## src/rtl/aes32_pkg.sv

```systemverilog
// Shared types and GF(2^8) helpers for the aes32 execution pipe.
// S-boxes are computed from the field inverse plus the AES affine maps.
package aes32_pkg;

    typedef enum logic [1:0] {
        AES32_ESI  = 2'd0,
        AES32_ESMI = 2'd1,
        AES32_DSI  = 2'd2,
        AES32_DSMI = 2'd3
    } aes32_op_e;

    function automatic logic [7:0] xtime(input logic [7:0] a);
        return {a[6:0], 1'b0} ^ (a[7] ? 8'h1b : 8'h00);
    endfunction

    function automatic logic [7:0] gf_mul(input logic [7:0] a, input logic [7:0] b);
        logic [7:0] acc;
        logic [7:0] p;
        acc = 8'h00;
        p   = a;
        for (int i = 0; i < 8; i++) begin
            if (b[i]) acc = acc ^ p;
            p = xtime(p);
        end
        return acc;
    endfunction

    // a^254 == a^-1 in GF(2^8); maps 0 to 0 as AES requires.
    function automatic logic [7:0] gf_inv(input logic [7:0] a);
        logic [7:0] r;
        logic [7:0] p;
        r = 8'h01;
        p = a;
        for (int i = 1; i < 8; i++) begin
            p = gf_mul(p, p);
            r = gf_mul(r, p);
        end
        return r;
    endfunction

    function automatic logic [7:0] sbox(input logic [7:0] x);
        logic [7:0] i;
        i = gf_inv(x);
        return i ^ {i[6:0], i[7]} ^ {i[5:0], i[7:6]} ^ {i[4:0], i[7:5]} ^ {i[3:0], i[7:4]} ^ 8'h63;
    endfunction

    function automatic logic [7:0] inv_sbox(input logic [7:0] s);
        logic [7:0] y;
        y = {s[6:0], s[7]} ^ {s[4:0], s[7:5]} ^ {s[1:0], s[7:2]} ^ 8'h05;
        return gf_inv(y);
    endfunction

    function automatic logic [31:0] rol32_bytes(input logic [31:0] u, input logic [1:0] bs);
        case (bs)
            2'd0:    return u;
            2'd1:    return {u[23:0], u[31:24]};
            2'd2:    return {u[15:0], u[31:16]};
            default: return {u[7:0], u[31:8]};
        endcase
    endfunction

endpackage

```

## src/rtl/aes32_sbox_lane.sv

```systemverilog
// Byte substitution and column-mix lane; the stage-1 register sits between s and s_q.
// Inverse S-box and DSMI mixing exist only when AES32_DEC_EN is defined.
module aes32_sbox_lane
    import aes32_pkg::*;
(
    input  logic [7:0]  x,
    input  aes32_op_e   op,
    output logic [7:0]  s,
    input  logic [7:0]  s_q,
    input  aes32_op_e   op_q,
    output logic [31:0] u
);

    always_comb begin
`ifdef AES32_DEC_EN
        s = op[1] ? inv_sbox(x) : sbox(x);
`else
        s = (op == AES32_ESI) ? sbox(x) : sbox(x);
`endif
    end

    always_comb begin
        u = {24'h0, s_q};
        case (op_q)
            AES32_ESMI: u = {gf_mul(8'h03, s_q), s_q, s_q, xtime(s_q)};
`ifdef AES32_DEC_EN
            AES32_DSMI: u = {gf_mul(8'h0b, s_q), gf_mul(8'h0d, s_q),
                             gf_mul(8'h09, s_q), gf_mul(8'h0e, s_q)};
`endif
            default: ;
        endcase
    end

endmodule

```

## src/rtl/aes32_exec_pipe.sv

```systemverilog
// Pipelined aes32{e,d}s{m}i execution unit with valid/ready handshake and tag passthrough.
// Decrypt ops are built only with AES32_DEC_EN; otherwise they retire with out_illegal=1, result=rs1.
module aes32_exec_pipe
    import aes32_pkg::*;
#(
    parameter int PIPE_STAGES = 2,
    parameter int TAG_W       = 5
) (
    input  logic             clk,
    input  logic             rst,
    input  logic             in_valid,
    output logic             in_ready,
    input  logic [1:0]       in_op,
    input  logic [1:0]       in_bs,
    input  logic [31:0]      in_rs1,
    input  logic [31:0]      in_rs2,
    input  logic [TAG_W-1:0] in_tag,
    output logic             out_valid,
    input  logic             out_ready,
    output logic [31:0]      out_result,
    output logic [TAG_W-1:0] out_tag,
    output logic             out_illegal,
    output logic             busy
);

    logic                 advance;
    logic [PIPE_STAGES:1] vld_q;
    logic [PIPE_STAGES:0] vld_pipe;

    // Whole pipe moves in lockstep; bubbles are kept, never squeezed out.
    assign advance   = !out_valid || out_ready;
    assign in_ready  = advance;
    assign vld_pipe  = {vld_q, in_valid && advance};
    assign out_valid = vld_q[PIPE_STAGES];
    assign busy      = |vld_q;

    always_ff @(posedge clk) begin
        if (rst)          vld_q <= '0;
        else if (advance) vld_q <= vld_pipe[PIPE_STAGES-1:0];
    end

    aes32_op_e  op_in;
    logic [7:0] x_in;
    logic [7:0] s_in;
    logic       ill_in;

    assign op_in = aes32_op_e'(in_op);
    assign x_in  = in_rs2[{in_bs, 3'b000} +: 8];
`ifdef AES32_DEC_EN
    assign ill_in = 1'b0;
`else
    assign ill_in = in_op[1];
`endif

    logic [7:0]       a_s;
    aes32_op_e        a_op;
    logic [1:0]       a_bs;
    logic [31:0]      a_rs1;
    logic [TAG_W-1:0] a_tag;
    logic             a_ill;
    logic [31:0]      a_u;

    aes32_sbox_lane u_lane (
        .x    (x_in),
        .op   (op_in),
        .s    (s_in),
        .s_q  (a_s),
        .op_q (a_op),
        .u    (a_u)
    );

    if (PIPE_STAGES >= 2) begin : g_stage_a
        always_ff @(posedge clk) begin
            if (rst) begin
                a_s   <= '0;
                a_op  <= AES32_ESI;
                a_bs  <= '0;
                a_rs1 <= '0;
                a_tag <= '0;
                a_ill <= 1'b0;
            end else if (advance) begin
                a_s   <= s_in;
                a_op  <= op_in;
                a_bs  <= in_bs;
                a_rs1 <= in_rs1;
                a_tag <= in_tag;
                a_ill <= ill_in;
            end
        end
    end else begin : g_pass_a
        assign a_s   = s_in;
        assign a_op  = op_in;
        assign a_bs  = in_bs;
        assign a_rs1 = in_rs1;
        assign a_tag = in_tag;
        assign a_ill = ill_in;
    end

    logic [31:0]      b_u;
    logic [1:0]       b_bs;
    logic [31:0]      b_rs1;
    logic [TAG_W-1:0] b_tag;
    logic             b_ill;

    // Deepest build cuts again after the GF multiplies.
    if (PIPE_STAGES >= 3) begin : g_stage_b
        always_ff @(posedge clk) begin
            if (rst) begin
                b_u   <= '0;
                b_bs  <= '0;
                b_rs1 <= '0;
                b_tag <= '0;
                b_ill <= 1'b0;
            end else if (advance) begin
                b_u   <= a_u;
                b_bs  <= a_bs;
                b_rs1 <= a_rs1;
                b_tag <= a_tag;
                b_ill <= a_ill;
            end
        end
    end else begin : g_pass_b
        assign b_u   = a_u;
        assign b_bs  = a_bs;
        assign b_rs1 = a_rs1;
        assign b_tag = a_tag;
        assign b_ill = a_ill;
    end

    logic [31:0] res;
    assign res = b_ill ? b_rs1 : (b_rs1 ^ rol32_bytes(b_u, b_bs));

    always_ff @(posedge clk) begin
        if (rst) begin
            out_result  <= '0;
            out_tag     <= '0;
            out_illegal <= 1'b0;
        end else if (advance) begin
            out_result  <= res;
            out_tag     <= b_tag;
            out_illegal <= b_ill;
        end
    end

endmodule

```

## config.mk

```make
export PLATFORM = sky130hd
export DESIGN_NAME = aes32_exec_pipe
export DESIGN_NICKNAME = d
export VERILOG_FILES = /design/src/rtl/aes32_pkg.sv /design/src/rtl/aes32_sbox_lane.sv /design/src/rtl/aes32_exec_pipe.sv
export SDC_FILE = /design/constraint.sdc
export NUM_CORES = 1
export LEC_CHECK = 0
export CAP_MARGIN = 0
export CORE_MARGIN = 4
export CORE_UTILIZATION = 55
export DETAILED_ROUTE_END_ITERATION = 16
export DONT_BUFFER_PORTS = 1
export GPL_TIMING_DRIVEN = 0
export PLACE_DENSITY = 0.73
export SYNTH_ARGS = -nofsm -noshare
export SYNTH_HDL_FRONTEND = slang
export SYNTH_SLANG_ARGS = --single-unit
```

## constraint.sdc

```tcl
create_clock -name clk -period 17.6 [get_ports clk]
set_clock_uncertainty 0.15 [all_clocks]
set_input_delay 1.76 -clock clk [delete_from_list [all_inputs] [get_ports clk]]
set_output_delay 1.76 -clock clk [all_outputs]
set_load 0.01 [all_outputs]
```

==> impl_metrics.ini <==
[outcome]
status = finished clean

[grt]
grt_use_total_pct = 31.1
grt_max_degree = 16
antenna_found_initial = 0
first_global_vias = 18500
grt_remaining_overflow = 0
grt_pass1_wl_um = 101000

[cts]
cts_tree = built
cts-root-buf = clkbuf_16
cts.path.max_buffers = 2
htreeDepth = 3
numCtsBuffers = 9
numClockSinks = 89
hold_buffers = 0
path_clk_slew_ns = 0.07
worstSkewPairLatency_ns = 0.35

[worst_setup_path]
crit_arrival_ns = 17.18
startpoint_type = input port
cp-end-kind = flip-flop
cpMostUsedCell = xor2_2
required_ns = 17.66
crit_type = in2reg
crit_fanout = 10
cp_slowest_stage_delay_ns = 0.54
slowest_stage = a2111o_1

[sta]
setup-tns-final_ns = 0
tightest_slew_ns = 1.20
relSlewSlack_pct = 19.6
finalMaxSlewViolations = 0
hold_violations = 0
fin_crit_sh_pct = 97.3
max_freq_ghz = 0.0584
setup_viol = 0
fin_crit_ns = 17.12

[logic_synthesis]
ys_top_cells_by_count = xnor2_1, nor2_1, nand2_1, a21oi_1, o21ai_0
synth.yosys.seq_area_share_pct = 9.00
synthesis.area_um2 = 19800
netlist_instances = 2631
yosysTopAreaCellShare_pct = 16.9
synth_top_area_cell = xnor2_1
synth-edff-count = 0
async_reset_ff_share_pct = 0
syn-num-nets = 2715
synth.distinct_cells = 96
synth.most_common_cell = xnor2_1
ys_warn_count = 0
synthFlopType = dfxtp_1
syn_area_per_cell_um2 = 7.52
synth.area.top_cells = xnor2_1, xnor3_1, dfxtp_1
synth-seq-cells = 89

[die]
boundaryPins = 118
die_h_um = 198
core_area_um2 = 35600
die_w_um = 198
start_util_pct = 55.7
dieArea_um2 = 39100
num_rows = 69

[run]
drv_cap = 0

[detailed_routing]
ant_nets = 0
routed_wl_um = 65000
wire_per_inst_um = 20.5
vias_per_cell = 6.38
drtIter0Drc = 2407
num_vias = 20300
drc = 0
first_pass_iters = 6

[layout]
layout-drive-gt1-share_pct = 15.9
area_growth_pct = 13.8
n_antenna_cell = 0
final_area_um2 = 22500
layout.nets = 2796
finalNonFillerCells = 3178

[placement]
gp_congestion = 0.986
io_buffer_count = 0
dp_cells = 3092
dp_hpwl_um = 47700
dpl_cell_area_um2 = 20400

[hold_path]
hp-class = reg2reg
## sequential cells by signal (all words and copies together) (netlist names)
| signal | flops |
|---|---|
| a_bs | 2 |
| a_ill | 1 |
| a_op | 1 |
| a_rs1 | 32 |
| a_s | 8 |
| a_tag | 5 |
| out_illegal | 1 |
| out_result | 32 |
| out_tag | 5 |
| vld_q | 2 |
## worst max-delay path, delay by kind of cell
kind / cells / cell delay, ns
AOI/OAI and AO/OA: 14 / 3.42
buffers and inverters: 12 / 2.03
xor gates and xnor gates: 16 / 4.57
and+or+nand+nor: 11 / 2.29
adders and majority gates: 3 / 0.97
muxes: 7 / 2.16
## worst paths after layout
kind / start / end / slack (ns) / depth (start not counted)
max reg2reg: a_bs[0]$_SDFFE_PP0N_ / out_result[20]$_SDFFE_PP0N_ / 14.86 / 7
max: in_bs[0] / a_s[0]$_SDFFE_PP0N_ / 0.48 / 63
min: a_tag[2]$_SDFFE_PP0N_ / a_tag[2]$_SDFFE_PP0N_ / 0.31 / 2
min reg2reg: a_tag[2]$_SDFFE_PP0N_ / a_tag[2]$_SDFFE_PP0N_ / 0.31 / 2
## stage by stage
step	utilization, %	hold WS, ns	setup slack (ns)
2_1_floorplan	-	0.282	0.0165
6_report	63.4	0.305	0.478
3_5_place_dp	57.3	0.297	-3.82
3_3_place_gp	57.3	0.291	-3.40
4_1_cts	59.9	0.304	0.00638
5_1_grt	63.4	0.326	-0.163
## routing by layer
layer	wire length, µm	GRT usage, %	vias up
met3	6210	4.02	223
met1	26600	43.7	9625
met2	30000	50.8	1152
met5	0	0	-
met4	2140	7.93	0
li1	-	-	9291
## timing repair
item	4_1_cts	5_1_grt
setup endpoints to repair	8	8
setup buffers	22	51
gates resized for setup	83	166
pin swaps	17	52
## layout make-up
type / instances / area (µm²)
Buffer: 195 / 930
Multi-Input combinational cell: 2305 / 18200
Clock buffer: 10 / 229
Tap cell: 461 / 577
Fill cell: 3096 / 13000
Sequential cell: 89 / 1780
Inverter: 39 / 154
Timing Repair Buffer: 73 / 611
Clock inverter: 6 / 65.1
## logic make-up (layout without fill, tap and decap cells)
kind of cell / count (synthesis) / in the layout / share of synthesized area, %
adders and majority gates: 7 / 7 / 0.442
muxes: 87 / 87 / 5.07
xor gates and xnor gates: 665 / 665 / 40.0
DFF: 89 / 89 / 9.00
AOI/OAI and AO/OA: 619 / 619 / 20.2
buffers and inverters: 237 / 323 / 5.19
and+or+nand+nor: 927 / 927 / 20.0
## cell usage in the layout (no fill, tap or decap), types with 36 or more instances in the layout
| cell | n |
|---|---|
| nand3_1 | 37 |
| o21ai_0 | 137 |
| a21oi_1 | 177 |
| nor3_1 | 52 |
| nor2_1 | 354 |
| mux2i_1 | 55 |
| xor2_1 | 95 |
| nand2_1 | 337 |
| buf_4 | 83 |
| xnor3_1 | 75 |
| xnor2_1 | 331 |
| o22ai_1 | 36 |
| xnor2_2 | 70 |
| clkbuf_1 | 109 |
| dfxtp_1 | 89 |
| a22oi_1 | 37 |
Power is left out: the tool's default activity adds up to more than one toggle a clock period on the data nets, which glitch-free logic cannot reach.
